File: src/rtl/bmem_arbiter.sv
// bmem_arbiter: shares one banked-memory port between an I-cache (line reads)
// and a D-cache (line reads and write-backs). One memory transaction is in
// flight at a time. Ties go to the requester that was not granted last.
// Write lines are streamed out one 64-bit beat at a time. Read beats are
// gathered into a shared line buffer, and the owner gets a one-cycle response.

module bmem_arbiter #(
  parameter int BEATS = 4
) (
  input  logic                  clk,
  input  logic                  rst,

  input  logic                  i_req,
  input  logic [31:0]           i_addr,
  output logic                  i_resp,
  output logic [BEATS*64-1:0]   i_rdata,

  input  logic                  d_req,
  input  logic                  d_we,
  input  logic [31:0]           d_addr,
  input  logic [BEATS*64-1:0]   d_wdata,
  output logic                  d_resp,
  output logic [BEATS*64-1:0]   d_rdata,

  output logic [31:0]           bmem_addr,
  output logic                  bmem_read,
  output logic                  bmem_write,
  output logic [63:0]           bmem_wdata,
  input  logic                  bmem_ready,
  input  logic [31:0]           bmem_raddr,
  input  logic [63:0]           bmem_rdata,
  input  logic                  bmem_rvalid
);

  localparam int              KW     = (BEATS > 1) ? $clog2(BEATS) : 1;
  localparam logic [KW-1:0]   K_LAST = KW'(BEATS - 1);

  typedef enum logic [2:0] {
    ST_IDLE,
    ST_WRITE,
    ST_READ_REQ,
    ST_READ_WAIT,
    ST_RESP
  } state_t;

  typedef enum logic {
    OWN_I = 1'b0,
    OWN_D = 1'b1
  } owner_t;

  state_t                  r_state;
  owner_t                  r_owner;
  owner_t                  r_last_grant;
  logic [31:0]             r_addr;
  logic [KW-1:0]           r_k;
  logic [BEATS-1:0][63:0]  r_line;
  logic                    r_read;
  logic                    r_write;
  logic [63:0]             r_wdata;
  logic                    r_i_resp;
  logic                    r_d_resp;

  logic                    w_grant_any;
  logic                    w_grant_d;
  logic                    w_grant_wr;
  logic [KW-1:0]           w_k_next;
  logic                    w_beat_hit;

  // On a tie, D wins unless D was the last requester granted.
  assign w_grant_any = i_req | d_req;
  assign w_grant_d   = d_req & (~i_req | (r_last_grant == OWN_I));
  assign w_grant_wr  = w_grant_d & d_we;
  assign w_k_next    = r_k + KW'(1);
  // A beat is accepted only if it is valid and carries our line address.
  assign w_beat_hit  = bmem_rvalid & (bmem_raddr == r_addr);

  // Arbitration and transaction FSM with all outputs registered.
  always_ff @(posedge clk) begin
    if (!rst) begin
      r_state      <= ST_IDLE;
      r_owner      <= OWN_I;
      r_last_grant <= OWN_I;
      r_addr       <= '0;
      r_k          <= '0;
      // NOTE: the line buffer is cleared in reset so that both rdata outputs read 0 out of reset.
      r_line       <= '0;
      r_read       <= 1'b0;
      r_write      <= 1'b0;
      r_wdata      <= '0;
      r_i_resp     <= 1'b0;
      r_d_resp     <= 1'b0;
    end else begin
      // NOTE: non-blocking assignments throughout; every branch sees the pre-edge state.
      r_i_resp <= 1'b0;
      r_d_resp <= 1'b0;

      case (r_state)
        ST_IDLE: begin
          if (w_grant_any) begin
            r_owner      <= w_grant_d ? OWN_D : OWN_I;
            r_last_grant <= w_grant_d ? OWN_D : OWN_I;
            r_addr       <= w_grant_d ? d_addr : i_addr;
            r_k          <= '0;
            if (w_grant_wr) begin
              r_line  <= d_wdata;
              r_wdata <= d_wdata[63:0];
              r_write <= 1'b1;
              r_state <= ST_WRITE;
            end else begin
              r_read  <= 1'b1;
              r_state <= ST_READ_REQ;
            end
          end
        end

        ST_WRITE: begin
          if (bmem_ready) begin
            if (r_k == K_LAST) begin
              r_write  <= 1'b0;
              r_wdata  <= '0;
              r_i_resp <= (r_owner == OWN_I);
              r_d_resp <= (r_owner == OWN_D);
              r_state  <= ST_RESP;
            end else begin
              r_k     <= w_k_next;
              r_wdata <= r_line[w_k_next];
            end
          end
        end

        ST_READ_REQ: begin
          if (bmem_ready) begin
            r_read  <= 1'b0;
            r_state <= ST_READ_WAIT;
          end
        end

        ST_READ_WAIT: begin
          if (w_beat_hit) begin
            r_line[r_k] <= bmem_rdata;
            if (r_k == K_LAST) begin
              r_i_resp <= (r_owner == OWN_I);
              r_d_resp <= (r_owner == OWN_D);
              r_state  <= ST_RESP;
            end else begin
              r_k <= w_k_next;
            end
          end
        end

        ST_RESP: begin
          r_k     <= '0;
          r_state <= ST_IDLE;
        end

        default: r_state <= ST_IDLE;
      endcase
    end
  end

  assign i_resp     = r_i_resp;
  assign d_resp     = r_d_resp;
  assign i_rdata    = r_line;
  assign d_rdata    = r_line;
  assign bmem_addr  = r_addr;
  assign bmem_read  = r_read;
  assign bmem_write = r_write;
  assign bmem_wdata = r_wdata;

endmodule

File: config.mk
export PLATFORM = sky130hd
export DESIGN_NAME = bmem_arbiter
export DESIGN_NICKNAME = d
export VERILOG_FILES = /design/src/rtl/bmem_arbiter.sv
export SDC_FILE = /design/constraint.sdc
export NUM_CORES = 1
export LEC_CHECK = 0
export ABC_AREA = 1
export CORE_AREA = 2 2 409 411
export CTS_BUF_LIST = sky130_fd_sc_hd__clkbuf_8
export DETAILED_ROUTE_END_ITERATION = 10
export DIE_AREA = 0 0 411 413
export PLACE_DENSITY_LB_ADDON = 0.12
export SLEW_MARGIN = 15
export SYNTH_ARGS = -nofsm -noshare
export SYNTH_HDL_FRONTEND = slang
export SYNTH_SLANG_ARGS = --single-unit
File: constraint.sdc
create_clock -name clk -period 5.66 [get_ports clk]
set_input_delay 0.566 -clock clk [delete_from_list [all_inputs] [get_ports clk]]
set_output_delay 0.566 -clock clk [all_outputs]
set_load 0.03 [all_outputs]
Word level (Yosys, flattened, before mapping)
Cells that the tools add are included. Widths: inputs -> output; s select.

Bits in registers: 362. Output and inout port bits: 612. Bits of input ports: 423.

Magnitude comparators: 3. Mux-type cells: 45. Bitwise logic cells: 7. Reductions and logical operators: 13. Eq/ne operators: 13. $add $sub $neg: 1.

Operator list (number): $mux 256 (3); $pmux 256 s2 (1); $mux 64 (6); $bwmux 256 (1); $bmux 64 s2 (1); $demux 64 s2 (1); $pmux 64 s2 (1); $eq 32x32->1 (1); $mux 32 (1); $reduce_and 4->1 (5); $mux 3 (5); $mux 1 (14); $ne 2x2->1 const B (7); $pmux 3 s4 (1); $mux 2 (5); $pmux 1 s2 (4); $pmux 2 s4 (1); $eq 3x2->1 const B (2); $lt 2x3->1 const B (2); $reduce_bool 2->1 (3); $reduce_and 5->1 (1); $reduce_bool 4->1 (1); $and 1x1->1 (3); $eq 3x1->1 const B (1); other kinds (9) (11).

Longest topological paths before layout
Gate-level depths: netlist of run 1.

Depth in word-level cells: 7. Gate-level depth with buffers: 16. Gate-level depth less buffers: 14.

Worst setup path after synthesis of run 1
Ideal clock, no wire load.

Path type: register -> register. Start point: reg r_k[0]. End point: reg r_wdata[43] (netlist: bmem_wdata[43]). Setup time: 0.137 ns. Stages on the path, launching flop included: 13. Slack: 3.345 ns. Arrival: 2.178 ns. Period minus slack after synthesis: 2.315 ns. Cells stage by stage: dfxtp_1 > inv_1 > clkbuf_1 > clkbuf_1 > ha_1 > inv_1 > clkbuf_1 > buf_1 > a21oi_1 > o21ai_0 > nand2_1 > nand3_1 > a31oi_1.

Cells in the longest elaborated chain, start to end: 6. Elaborated cells on any way between the ends: 7. Those cells by class: 1 x add/sub; 1 x eq/ne; 5 x mux.

Ends and longest elaborated chain: start: declaration (line 55) `logic [KW-1:0] r_k;`; start signal: assignment (line 125) `r_k <= w_k_next;`; start signal: assignment (line 146) `r_k <= w_k_next;`; $add 2x1->2 (line 73) `assign w_k_next = r_k + KW'(1);`; $bmux 64 s2 (line 126) `r_wdata <= r_line[w_k_next];`; $mux 64 (implied by the code) (line 126); $mux 64 * (line 118) `if (r_k == K_LAST) begin`; $mux 64 * (line 117) `if (bmem_ready) begin`; $pmux 64 s2 * (line 97) `case (r_state)`; end signal: assignment (line 106) `r_wdata <= d_wdata[63:0];`; end signal: assignment (line 126); end: declaration (line 59) `logic [63:0] r_wdata;`.

Every way passes the cells marked *; elsewhere a longest branch is shown, timed or not. The select of a mux whose other input is x is not followed. A chain may end at the register's enable or synchronous reset.

Final worst setup path of run 1
Start point: reg r_state[0]. End point: reg r_line (netlist bit d_rdata[57]).

Cells in the longest elaborated chain, start to end: 3. Elaborated cells on any way between the ends: 8. Those cells by class: 4 x eq/ne; 1 x mux; 3 x reduce/logical.

Ends and longest elaborated chain: start: declaration (line 51) `state_t r_state;`; start signal: assignment (line 80) `r_state <= ST_IDLE;`; start signal: assignment (line 108) `r_state <= ST_WRITE;`; start signal: assignment (line 111) `r_state <= ST_READ_REQ;`; $eq 3x2->1 or $logic_not 3->1 (tied branches) (line 97); $ne 2x2->1 (no source line) or $reduce_bool 2->1 (tied branches); $reduce_and 4->1 (no source line); end signal: assignment (line 105) `r_line <= d_wdata;`; end signal: indexed assignment (line 140) `r_line[r_k] <= bmem_rdata;`; end: declaration (line 56) `logic [BEATS-1:0][63:0] r_line;`.

Several ways; a longest one is shown, not always the timed one.

==> metrics.md, run 1 <==
| Metric | Value |
|---|---|
| Status | `finished clean` |
| Fin. max-slew vios | `0` |
| Final hold vios | `0` |
| Comb pwr share | `0.616` |
| CTS tree | `yes` |
| DRT antenna net count | `0` |
| Hpwl dp | `116 mm` |
| Total power | `21.1 mW` |
| Buffers on Ports | `1034` |
| Final Net Count | `4957` |
| Syn nets | `4380` |
| Initial antenna violation count | `39` |
| Hold Path Class | `in -> reg` |
| Crit path arrival time | `4.64 ns` |
| Fmax | `252 MHz` |
| Skew final | `0.0417 ns` |
| Num Clock Sinks | `362` |
| Yosys warning count | `0` |
| VDD IR max | `0.270 mV` |
| Final Setup Violations | `0` |
| CTS buffer count | `84` |
| Crit path max fanout | `39` |
| Sequential Area | `7250 µm²` |
| Fraction of layout cells with a size suffix above 1 | `0.0405` |
| Worst-Margin Slew | `1.07 ns` |
| Syn_area_per_cell | `6.13 µm²` |
| Setup Buffers After CTS | `0` |
| DRT Wirelength | `166 mm` |
| Synth Register Bits | `362` |
| Total gr overflow | `0` |
| Clock share of power | `0.150` |
| Clock Tree Root | `clkbuf_8` |
| Die Y | `413 µm` |
| Max-Cap Viols | `0` |
| Crit path kind | `reg -> reg` |
| Fillers | `18943` |
| Pre-Repair DR Iteration Count | `5` |
| Vias in the first global route | `28026` |
| GRT Total Usage | `0.187` |
| Leak Pwr | `14.8 nW` |
| Multi-input gate area | `11300 µm²` |
| Critical path required time | `6.33 ns` |
| Pin count of the biggest net entering global routing | `201` |
| RSZ-0062 raised after global routing | `no` |
| Sequential fraction of design power | `0.234` |
| Clock-pin slew on the worst setup and hold paths | `0.06 ns` |
| Core area | `166000 µm²` |
| Final setup TNS | `0 ns` |
| Pwr dens | `583 nW/µm²` |
| Fin crit share | `0.701` |
| Number of synthesized flops with an enable pin | `0` |
| IO Pins | `1035` |
| Worst Setup Slack, final | `1.69 ns` |
| CTS H-tree depth | `3` |
| Post-layout min period | `3.97 ns` |
| Synth cell types | `30` |
| Cts repair resizes | `0` |
| Via count | `28338` |
| Area of the die | `170000 µm²` |
| Post-CTS Hold Buffers | `0` |
| First-pass GRT wire length | `225 mm` |
| Clock buffer depth | `3` |
| Starting density of the core | `0.146` |
| Placer's final routability congestion estimate | `0.806` |
| Worst-skew pair later-pin latency | `0.77 ns` |
| Worst Setup Start Kind | `register` |
| Syn Std Cell Area | `24200 µm²` |
| P&R area growth vs syn | `49.2%` |
| Most frequent cells in the layout | `clkdlybuf4s50_1 (1033), nand2_1 (736), o21ai_0 (712)` |
| Post-Synthesis Cells | `3953` |
| Vias per cell | `4.16` |
| DRC viols | `0` |
| P_int | `9.66 mW` |
| Setup WS pre-CTS | `1.59 ns` |
| Sequential area share after synthesis | `0.299` |
| Top FF cell, synth | `dfxtp_1` |
| Drt initial violations | `2089` |
| Post-synth ARST share | `0` |
| Die width | `411 µm` |
| Avg WL per Cell | `24.4 µm` |
| Switch share | `0.542` |
| Psw | `11.4 mW` |
| Max-slew headroom | `0.287` |
| CP Capture Type | `register` |
| Rows | `150` |
| Most common cell after layout, fill and taps aside | `clkdlybuf4s50_1` |
| Hold slack | `0.254 ns` |
-- worst max-delay path: stages (launching register included) --
cell	delay [ns]
dfxtp_1	0.34
inv_2	0.04
nor2_2	0.13
inv_1	0.18
nor2_4	0.84
nand2_4	0.68
nand3_4	0.77
buf_4	0.57
nand2_1	0.11
inv_1	0.08
nor2_1	0.04
-- area by class of cell --
class	count	share of cell area
multi-input cells	2373	0.313
flip-flops and latches	362	0.201
clock buffers	101	0.0385
well taps	2204	0.0763
inverters	639	0.0670
repair buffers	1070	0.297
diodes	21	0.00145
clock inverters	45	0.00668
-- stage by stage --
| step | instances | util | area [µm²] |
|---|---|---|---|
| finish | 6815 | 0.218 | 36100 |
| global route | 6810 | 0.218 | 36100 |
| CTS | 6794 | 0.218 | 36100 |
| detailed placement | 6648 | 0.208 | 34500 |
| global placement | 6648 | 0.208 | 34500 |
| floorplan | 3953 | - | 24200 |
-- logic make-up (layout without fill, tap and decap cells) --
group / count (synthesis) / after routing / share of synthesized area
other: 0 / 21 / 0
AO/OA/AOI/OAI: 991 / 991 / 0.212
buffers and inverters: 1218 / 1855 / 0.237
flip-flops: 362 / 362 / 0.299
adder cells (fa/ha/maj): 4 / 4 / 0.00207
XOR/XNOR: 11 / 11 / 0.00398
AND/OR/NAND/NOR: 1367 / 1367 / 0.246
-- layer usage --
metal | part of all wire | up-vias | track usage
li1 | - | 13651 | -
met1 | 0.43 | 13402 | 0.235
met2 | 0.48 | 1080 | 0.319
met3 | 0.063 | 187 | 0.0400
met4 | 0.023 | 18 | 0.0544
met5 | 0.00075 | - | 0
-- flip-flops by register name, summed over array words and instances (netlist names) --
signal,count
bmem_addr,32
bmem_wdata,64
r_last_grant,1
d_resp,1
d_rdata,256
i_resp,1
r_k,2
bmem_write,1
bmem_read,1
r_state,3
-- power groups by stage --
stage	registers (mW)	logic (mW)	clock network, mW
2_1_floorplan	6.15	6.47	0
3_3_place_gp	5.03	13.1	0
3_5_place_dp	5.03	13.1	0
4_1_cts	4.99	13.1	3.29
5_1_grt	5.08	14.0	3.39
6_report	4.93	13.0	3.16
-- final timing paths --
path / slack [ns] / endpoint / startpoint / cells past startpoint
setup / recovery: 1.69 / d_rdata[57] / r_state[0] / 10
setup reg to reg: 1.69 / d_rdata[57] / r_state[0] / 10
hold reg to reg: 0.48 / bmem_read / bmem_read / 2
hold / removal: 0.25 / d_rdata[251] / rst / 3
-- synthesized netlist by cell type (2+ instances only) --
cell type	count	share of area
o21ai_0	712	0.15
ha_1	4	0.0021
buf_4	281	0.087
buf_6	3	0.0014
a221oi_1	18	0.0065
nor2_1	282	0.044
nand2_1	740	0.11
a21oi_2	2	0.00072
clkbuf_1	169	0.026
or2_2	3	0.00077
xnor2_1	10	0.0036
inv_2	8	0.0012
o21ai_1	10	0.0021
buf_1	49	0.0076
inv_1	630	0.098
a21oi_1	183	0.038
a31oi_1	64	0.017
buf_2	77	0.016
dfxtp_1	362	0.30
nand3_1	71	0.015
nand3_4	4	0.0029
nand4_1	263	0.068
Note: power is estimated with default switching activity, not from simulation.
==> run 2: changes to the inputs <==
- clock period: 5.66 -> 4.12 ns (I/O delays scaled with it)
==> metrics.md, run 2 (same netlist as run 1, synthesis figures left out) <==
| Metric | Value |
|---|---|
| Fraction of layout cells with a size suffix above 1 | `0.0461 (was 0.0405)` |
| Hpwl dp | `115 mm (was 116 mm)` |
| Fmax | `332 MHz (was 252 MHz)` |
| Most common cell after layout, fill and taps aside | `clkdlybuf4s50_1 (unchanged)` |
| RSZ-0062 raised after global routing | `no (unchanged)` |
| Max-Cap Viols | `0 (unchanged)` |
| R2r startpoint | `r_k[0] (was r_state[0])` |
| Slowest CP cell | `inv_4 (was nor2_4)` |
| Die width | `411 µm (unchanged)` |
| CP Buf/Inv Count | `4 (unchanged)` |
| Skew final | `0.0533 ns (was 0.0417 ns)` |
| P&R area growth vs syn | `50.5% (was 49.2%)` |
| Hold Crit Depth | `3 (unchanged)` |
| Final setup TNS | `0 ns (unchanged)` |
| Crit path kind | `reg -> reg (unchanged)` |
| Multi-input gate area | `11300 µm² (unchanged)` |
| Crit-path cells | `inv_6 > ha_1 > inv_4 > nand2_4 > nand3_4 > buf_12 > nand2_1 > inv_1 > nor2_1 (was inv_2 > nor2_2 > inv_1 > nor2_4 > nand2_4 > nand3_4 > buf_4 > nand2_1 > inv_1 > nor2_1)` |
| Initial antenna violation count | `29 (was 39)` |
| CTS tree | `yes (unchanged)` |
| R2R depth | `9 (was 10)` |
| Sequential Area | `7250 µm² (unchanged)` |
| Total power | `29.2 mW (was 21.1 mW)` |
| Vias in the first global route | `27571 (was 28026)` |
| CTS buffer count | `86 (was 84)` |
| Via count | `28413 (was 28338)` |
| Largest register FFs | `256 (unchanged)` |
| Final Net Count | `4981 (was 4957)` |
| CP Depth | `9 (was 10)` |
| GRT Total Usage | `0.187 (about the same)` |
| Core area | `166000 µm² (unchanged)` |
| Crit path arrival time | `3.63 ns (was 4.64 ns)` |
| Critical path required time | `4.74 ns (was 6.33 ns)` |
| VDD IR max | `0.449 mV (was 0.270 mV)` |
| Rows | `150 (unchanged)` |
| Vias per cell | `4.16 (about the same)` |
| CP peak stage delay | `0.61 ns (was 0.84 ns)` |
| Leak Pwr | `15.0 nW (was 14.8 nW)` |
| Pre-Repair DR Iteration Count | `7 (was 5)` |
| DRT Wirelength | `166 mm (about the same)` |
| Final Setup Violations | `0 (unchanged)` |
| Setup Buffers After CTS | `0 (unchanged)` |
| Worst hold endpoint | `bmem_addr[18] (was d_rdata[251])` |
| Worst-skew pair later-pin latency | `0.77 ns (about the same)` |
| Total gr overflow | `0 (unchanged)` |
| Die Y | `413 µm (unchanged)` |
| Clock buffer depth | `3 (unchanged)` |
| Pin count of the biggest net entering global routing | `233 (was 201)` |
| Status | `finished clean (unchanged)` |
| Clock-pin slew on the worst setup and hold paths | `0.06 ns (about the same)` |
| IO Pins | `1035 (unchanged)` |
| Starting density of the core | `0.146 (unchanged)` |
| Placer's final routability congestion estimate | `0.820 (was 0.806)` |
| Max-slew headroom | `0.291 (was 0.287)` |
| Post-layout min period | `3.02 ns (was 3.97 ns)` |
| Final hold vios | `0 (unchanged)` |
| Avg WL per Cell | `24.3 µm (was 24.4 µm)` |
| Fin crit share | `0.732 (was 0.701)` |
| Fin. max-slew vios | `0 (unchanged)` |
| Drt initial violations | `1823 (was 2089)` |
| Crit path max fanout | `64 (was 39)` |
| Most frequent cells in the layout | `clkdlybuf4s50_1 (1033), nand2_1 (736), o21ai_0 (712) (unchanged)` |
| Area of the die | `170000 µm² (unchanged)` |
| Clock Tree Root | `clkbuf_8 (unchanged)` |
| CP delay by family, top | `buffers and inverters (was simple AND/OR/NAND/NOR gates)` |
| Worst Setup Start Kind | `register (unchanged)` |
| DRC viols | `0 (unchanged)` |
| Reg-to-reg slack, setup | `1.10 ns (was 1.69 ns)` |
| First-pass GRT wire length | `225 mm (about the same)` |
| Fillers | `18857 (was 18943)` |
| Hold path startpoint | `d_addr[18] (was rst)` |
| RR Endpoint | `d_rdata[151] (was d_rdata[57])` |
| Hold Path Class | `in -> reg (unchanged)` |
| Num Clock Sinks | `362 (unchanged)` |
| CP Capture Type | `register (unchanged)` |
| Buffers on Ports | `1034 (unchanged)` |
| DRT antenna net count | `0 (unchanged)` |
| Pwr dens | `800 nW/µm² (was 583 nW/µm²)` |
| CTS H-tree depth | `3 (unchanged)` |
| Worst-Margin Slew | `1.06 ns (was 1.07 ns)` |
-- run 2: changes by cell type in the layout (fill, tap and decap cells not counted), moves of 3 or more --
cell	before	now
buf_12	8	17
buf_4	28	40
clkbuf_8	101	108
clkinv_2	3	6
clkinvlp_4	4	1
diode_2	21	13
-- run 2: layout make-up --
class / instances / share of cell area
Inverter: 639 / 0.0664
Tap cell: 2204 / 0.0756
Clock inverter: 45 / 0.00570
Sequential cell: 362 / 0.199
Multi-Input combinational cell: 2373 / 0.310
Timing Repair Buffer: 1092 / 0.302
Clock buffer: 108 / 0.0408
Antenna cell: 13 / 0.000892
-- run 2: worst max-delay path by stage --
stage              startpoint              to
4_1_cts                r_k[1]    d_rdata[200]
2_1_floorplan          r_k[0]  bmem_wdata[43]
5_1_grt                r_k[0]    d_rdata[134]
3_3_place_gp   bmem_raddr[25]    d_rdata[204]
3_5_place_dp   bmem_raddr[25]    d_rdata[211]
6_report               r_k[0]    d_rdata[151]
-- run 2: worst register-to-register path, cell delays in order (launching register included) --
cell	delay [ns]
dfxtp_4	0.39
inv_6	0.12
ha_1	0.26
inv_4	0.61
nand2_4	0.50
nand3_4	0.25
buf_12	0.37
nand2_1	0.30
inv_1	0.08
nor2_1	0.04
-- run 2: timing repair --
item / CTS / global route
resized for setup: 0 / 0
endpoints found under the hold margin: 18 / 0
hold buffers: 1 / 0
-- run 2: through the flow --
| stage | util | setup slack (ns) | hold WS (ns) | cell area, µm² | cells |
|---|---|---|---|---|---|
| after floorplan | - | 1.81 | 0.436 | 24200 | 3953 |
| after global placement | 0.209 | 0.836 | 0.463 | 34700 | 6669 |
| after detailed placement | 0.209 | 0.906 | 0.466 | 34700 | 6669 |
| after CTS | 0.220 | 1.03 | 0.0840 | 36400 | 6823 |
| after global routing | 0.220 | 0.847 | 0.117 | 36500 | 6832 |
| final | 0.220 | 1.10 | 0.209 | 36500 | 6836 |
-- run 2: where the power goes --
part / internal, mW / switching (mW) / total [mW]
registers: 4.87 / 1.89 / 6.77
logic: 6.24 / 11.8 / 18.0
clock network: 2.35 / 2.04 / 4.39
-- run 2: routing by layer --
layer / vias to the layer above / GRT usage / wire [µm]
met4: 28 / 0.0385 / 2860
met3: 169 / 0.0387 / 10100
li1: 13699 / - / -
met2: 1028 / 0.325 / 81200
met5: - / 0 / 198
met1: 13489 / 0.236 / 71300
==> run 3: changes to the inputs <==
- clock period: 4.12 -> 2.4 ns (I/O delays scaled with it)
==> metrics.md, run 3 (same netlist as run 1, synthesis figures left out) <==
| Metric | Value |
|---|---|
| First-pass GRT wire length | `224 mm (was 225 mm)` |
| Starting density of the core | `0.146 (unchanged)` |
| Final cell count without fillers | `6955 (was 6836)` |
| CP delay by family, top | `buffers and inverters (unchanged)` |
| Worst Setup Start Kind | `register (unchanged)` |
| Skew final | `0.0538 ns (was 0.0533 ns)` |
| Vias in the first global route | `28655 (was 27571)` |
| Leak Pwr | `15.9 nW (was 15.0 nW)` |
| Crit-path cells | `clkdlybuf4s50_1 (was inv_6 > ha_1 > inv_4 > nand2_4 > nand3_4 > buf_12 > nand2_1 > inv_1 > nor2_1)` |
| CP Capture Type | `output pin (was register)` |
| IO Pins | `1035 (unchanged)` |
| Fmax | `439 MHz` |
| Pin count of the biggest net entering global routing | `118 (was 233)` |
| Die width | `411 µm (unchanged)` |
| Hold Path Class | `in -> reg (unchanged)` |
| Clock buffer depth | `3 (unchanged)` |
| Most common cell after layout, fill and taps aside | `clkdlybuf4s50_1 (unchanged)` |
| Via count | `28945 (was 28413)` |
| P&R area growth vs syn | `55.9% (was 50.5%)` |
| Die Y | `413 µm (unchanged)` |
| Area of the die | `170000 µm² (unchanged)` |
| Num Clock Sinks | `362 (unchanged)` |
| Pre-Repair DR Iteration Count | `5 (was 7)` |
| DRT Wirelength | `164 mm (was 166 mm)` |
| Fin. max-slew vios | `0 (unchanged)` |
| Hpwl dp | `120 mm (was 115 mm)` |
| Final Setup Violations | `0 (unchanged)` |
| Crit path kind | `reg -> out (was reg -> reg)` |
| Placer's final routability congestion estimate | `0.836 (was 0.820)` |
| Drt initial violations | `2014 (was 1823)` |
| Worst-Margin Slew | `0.892 ns (was 1.06 ns)` |
| Largest register FFs | `256 (unchanged)` |
| Status | `finished clean (unchanged)` |
| Setup WS pre-CTS | `-0.232 ns (was 0.906 ns)` |
| Pwr dens | `1340 nW/µm² (was 800 nW/µm²)` |
| CTS H-tree depth | `3 (unchanged)` |
| Initial antenna violation count | `29 (unchanged)` |
| Crit path arrival time | `2.04 ns (was 3.63 ns)` |
| Crit path max fanout | `4 (was 64)` |
| Final setup TNS | `0 ns (unchanged)` |
| VDD IR max | `0.721 mV (was 0.449 mV)` |
| CP peak stage delay | `0.76 ns (was 0.61 ns)` |
| Final hold vios | `0 (unchanged)` |
| Most frequent cells in the layout | `clkdlybuf4s50_1 (993), nand2_1 (731), o21ai_0 (712) (was clkdlybuf4s50_1 (1033), nand2_1 (736), o21ai_0 (712))` |
| Final Net Count | `5113 (was 4981)` |
| Max-slew headroom | `0.404 (was 0.291)` |
| Rows | `150 (unchanged)` |
| Worst-skew pair later-pin latency | `0.76 ns (was 0.77 ns)` |
| Final Cell Area | `37800 µm² (was 36500 µm²)` |
| Cells after DPL | `6769 (was 6669)` |
| Slowest CP cell | `clkdlybuf4s50_1 (was inv_4)` |
| Clock Tree Root | `clkbuf_8 (unchanged)` |
| DRT antenna net count | `0 (unchanged)` |
| Fraction of layout cells with a size suffix above 1 | `0.0669 (was 0.0461)` |
| Max-Cap Viols | `0 (unchanged)` |
| CP Buf/Inv Count | `1 (was 4)` |
| CTS tree | `yes (unchanged)` |
| Fin crit share | `0.949` |
| Worst Setup Slack, final | `0.123 ns (was 1.10 ns)` |
| DRC viols | `0 (unchanged)` |
| CTS buffer count | `83 (was 86)` |
| Cell Area, Placed | `35900 µm² (was 34700 µm²)` |
| Total gr overflow | `0 (unchanged)` |
| Avg WL per Cell | `23.6 µm (was 24.3 µm)` |
| Critical path required time | `2.16 ns (was 4.74 ns)` |
| Vias per cell | `4.16 (about the same)` |
| Buffers on Ports | `1034 (unchanged)` |
| Post-layout min period | `2.28 ns` |
| Core area | `166000 µm² (unchanged)` |
| GRT Total Usage | `0.185 (was 0.187)` |
| Clock-pin slew on the worst setup and hold paths | `0.06 ns (about the same)` |
| Setup Buffers After CTS | `0 (unchanged)` |
## run 3: cell count changes in the layout (fill, tap and decap cells not counted), moves of 8 or more
cell | before | now
buf_4 | 40 | 110
clkdlybuf4s50_1 | 1033 | 993
dlygate4sd2_1 | 0 | 37
dlygate4sd3_1 | 1 | 36
buf_12 | 17 | 46
clkbuf_8 | 108 | 94
dfxtp_1 | 361 | 353
dfxtp_2 | 0 | 8
## run 3: final cells by class
class | instances | area (µm²)
clock inverters | 46 | 225
clock buffers | 94 | 1290
diodes | 10 | 25.0
fillers | 18940 | 128000
multi-input cells | 2373 | 11300
repair buffers | 1227 | 12500
well taps | 2204 | 2760
flip-flops and latches | 362 | 7260
inverters | 639 | 2420
## run 3: worst reg2reg max path, delay by kind of cell, from the launching register on
kind / cells / cell delay [ns]
flip-flops: 1 / 0.41
AND/OR/NAND/NOR: 4 / 0.60
adder cells (fa/ha/maj): 1 / 0.35
buffers and inverters: 2 / 0.81
## run 3: where the power goes
part / leakage (nW) / total (mW) / switching, mW / internal (mW)
combinational: 12.0 / 31.8 / 20.3 / 11.5
sequential: 2.98 / 11.6 / 3.26 / 8.38
clock: 0.909 / 7.00 / 3.45 / 3.55
total: 15.9 / 50.5 / 27.0 / 23.5
## run 3: what timing repair did
action	CTS	global route
gates resized for setup	45	13
hold buffers	36	0
pin swaps	0	0
endpoints found under the setup margin	51	150
hold endpoints to repair	82	0
## run 3: worst paths after layout
kind,from,to,slack (ns),depth (start not counted)
worst min-delay path,d_addr[6],bmem_addr[6],0.13,3
worst min register to register,bmem_read,bmem_read,0.47,2
worst max register to register,r_k[0],d_rdata[204],0.17,7
worst max-delay path,d_rdata[169],d_rdata[169],0.12,1
## run 3: metal layers
layer  track usage  vias up  wire, µm  part of all wire
met3        0.0340      164      8930             0.054
met2         0.324     1065     80900              0.49
met5             0        -       101           0.00062
met4        0.0427       18      3120             0.019
met1         0.232    13747     70900              0.43
li1              -    13951         -                 -
## run 3: through the flow
| stage | hold slack [ns] | power (mW) | utilization |
|---|---|---|---|
| after global routing | 0.0407 | 53.8 | 0.228 |
| after CTS | 0.00139 | 51.2 | 0.227 |
| after floorplan | 0.387 | 29.8 | - |
| after global placement | 0.454 | 44.0 | 0.216 |
| after detailed placement | 0.457 | 43.9 | 0.216 |
| final | 0.130 | 50.5 | 0.228 |
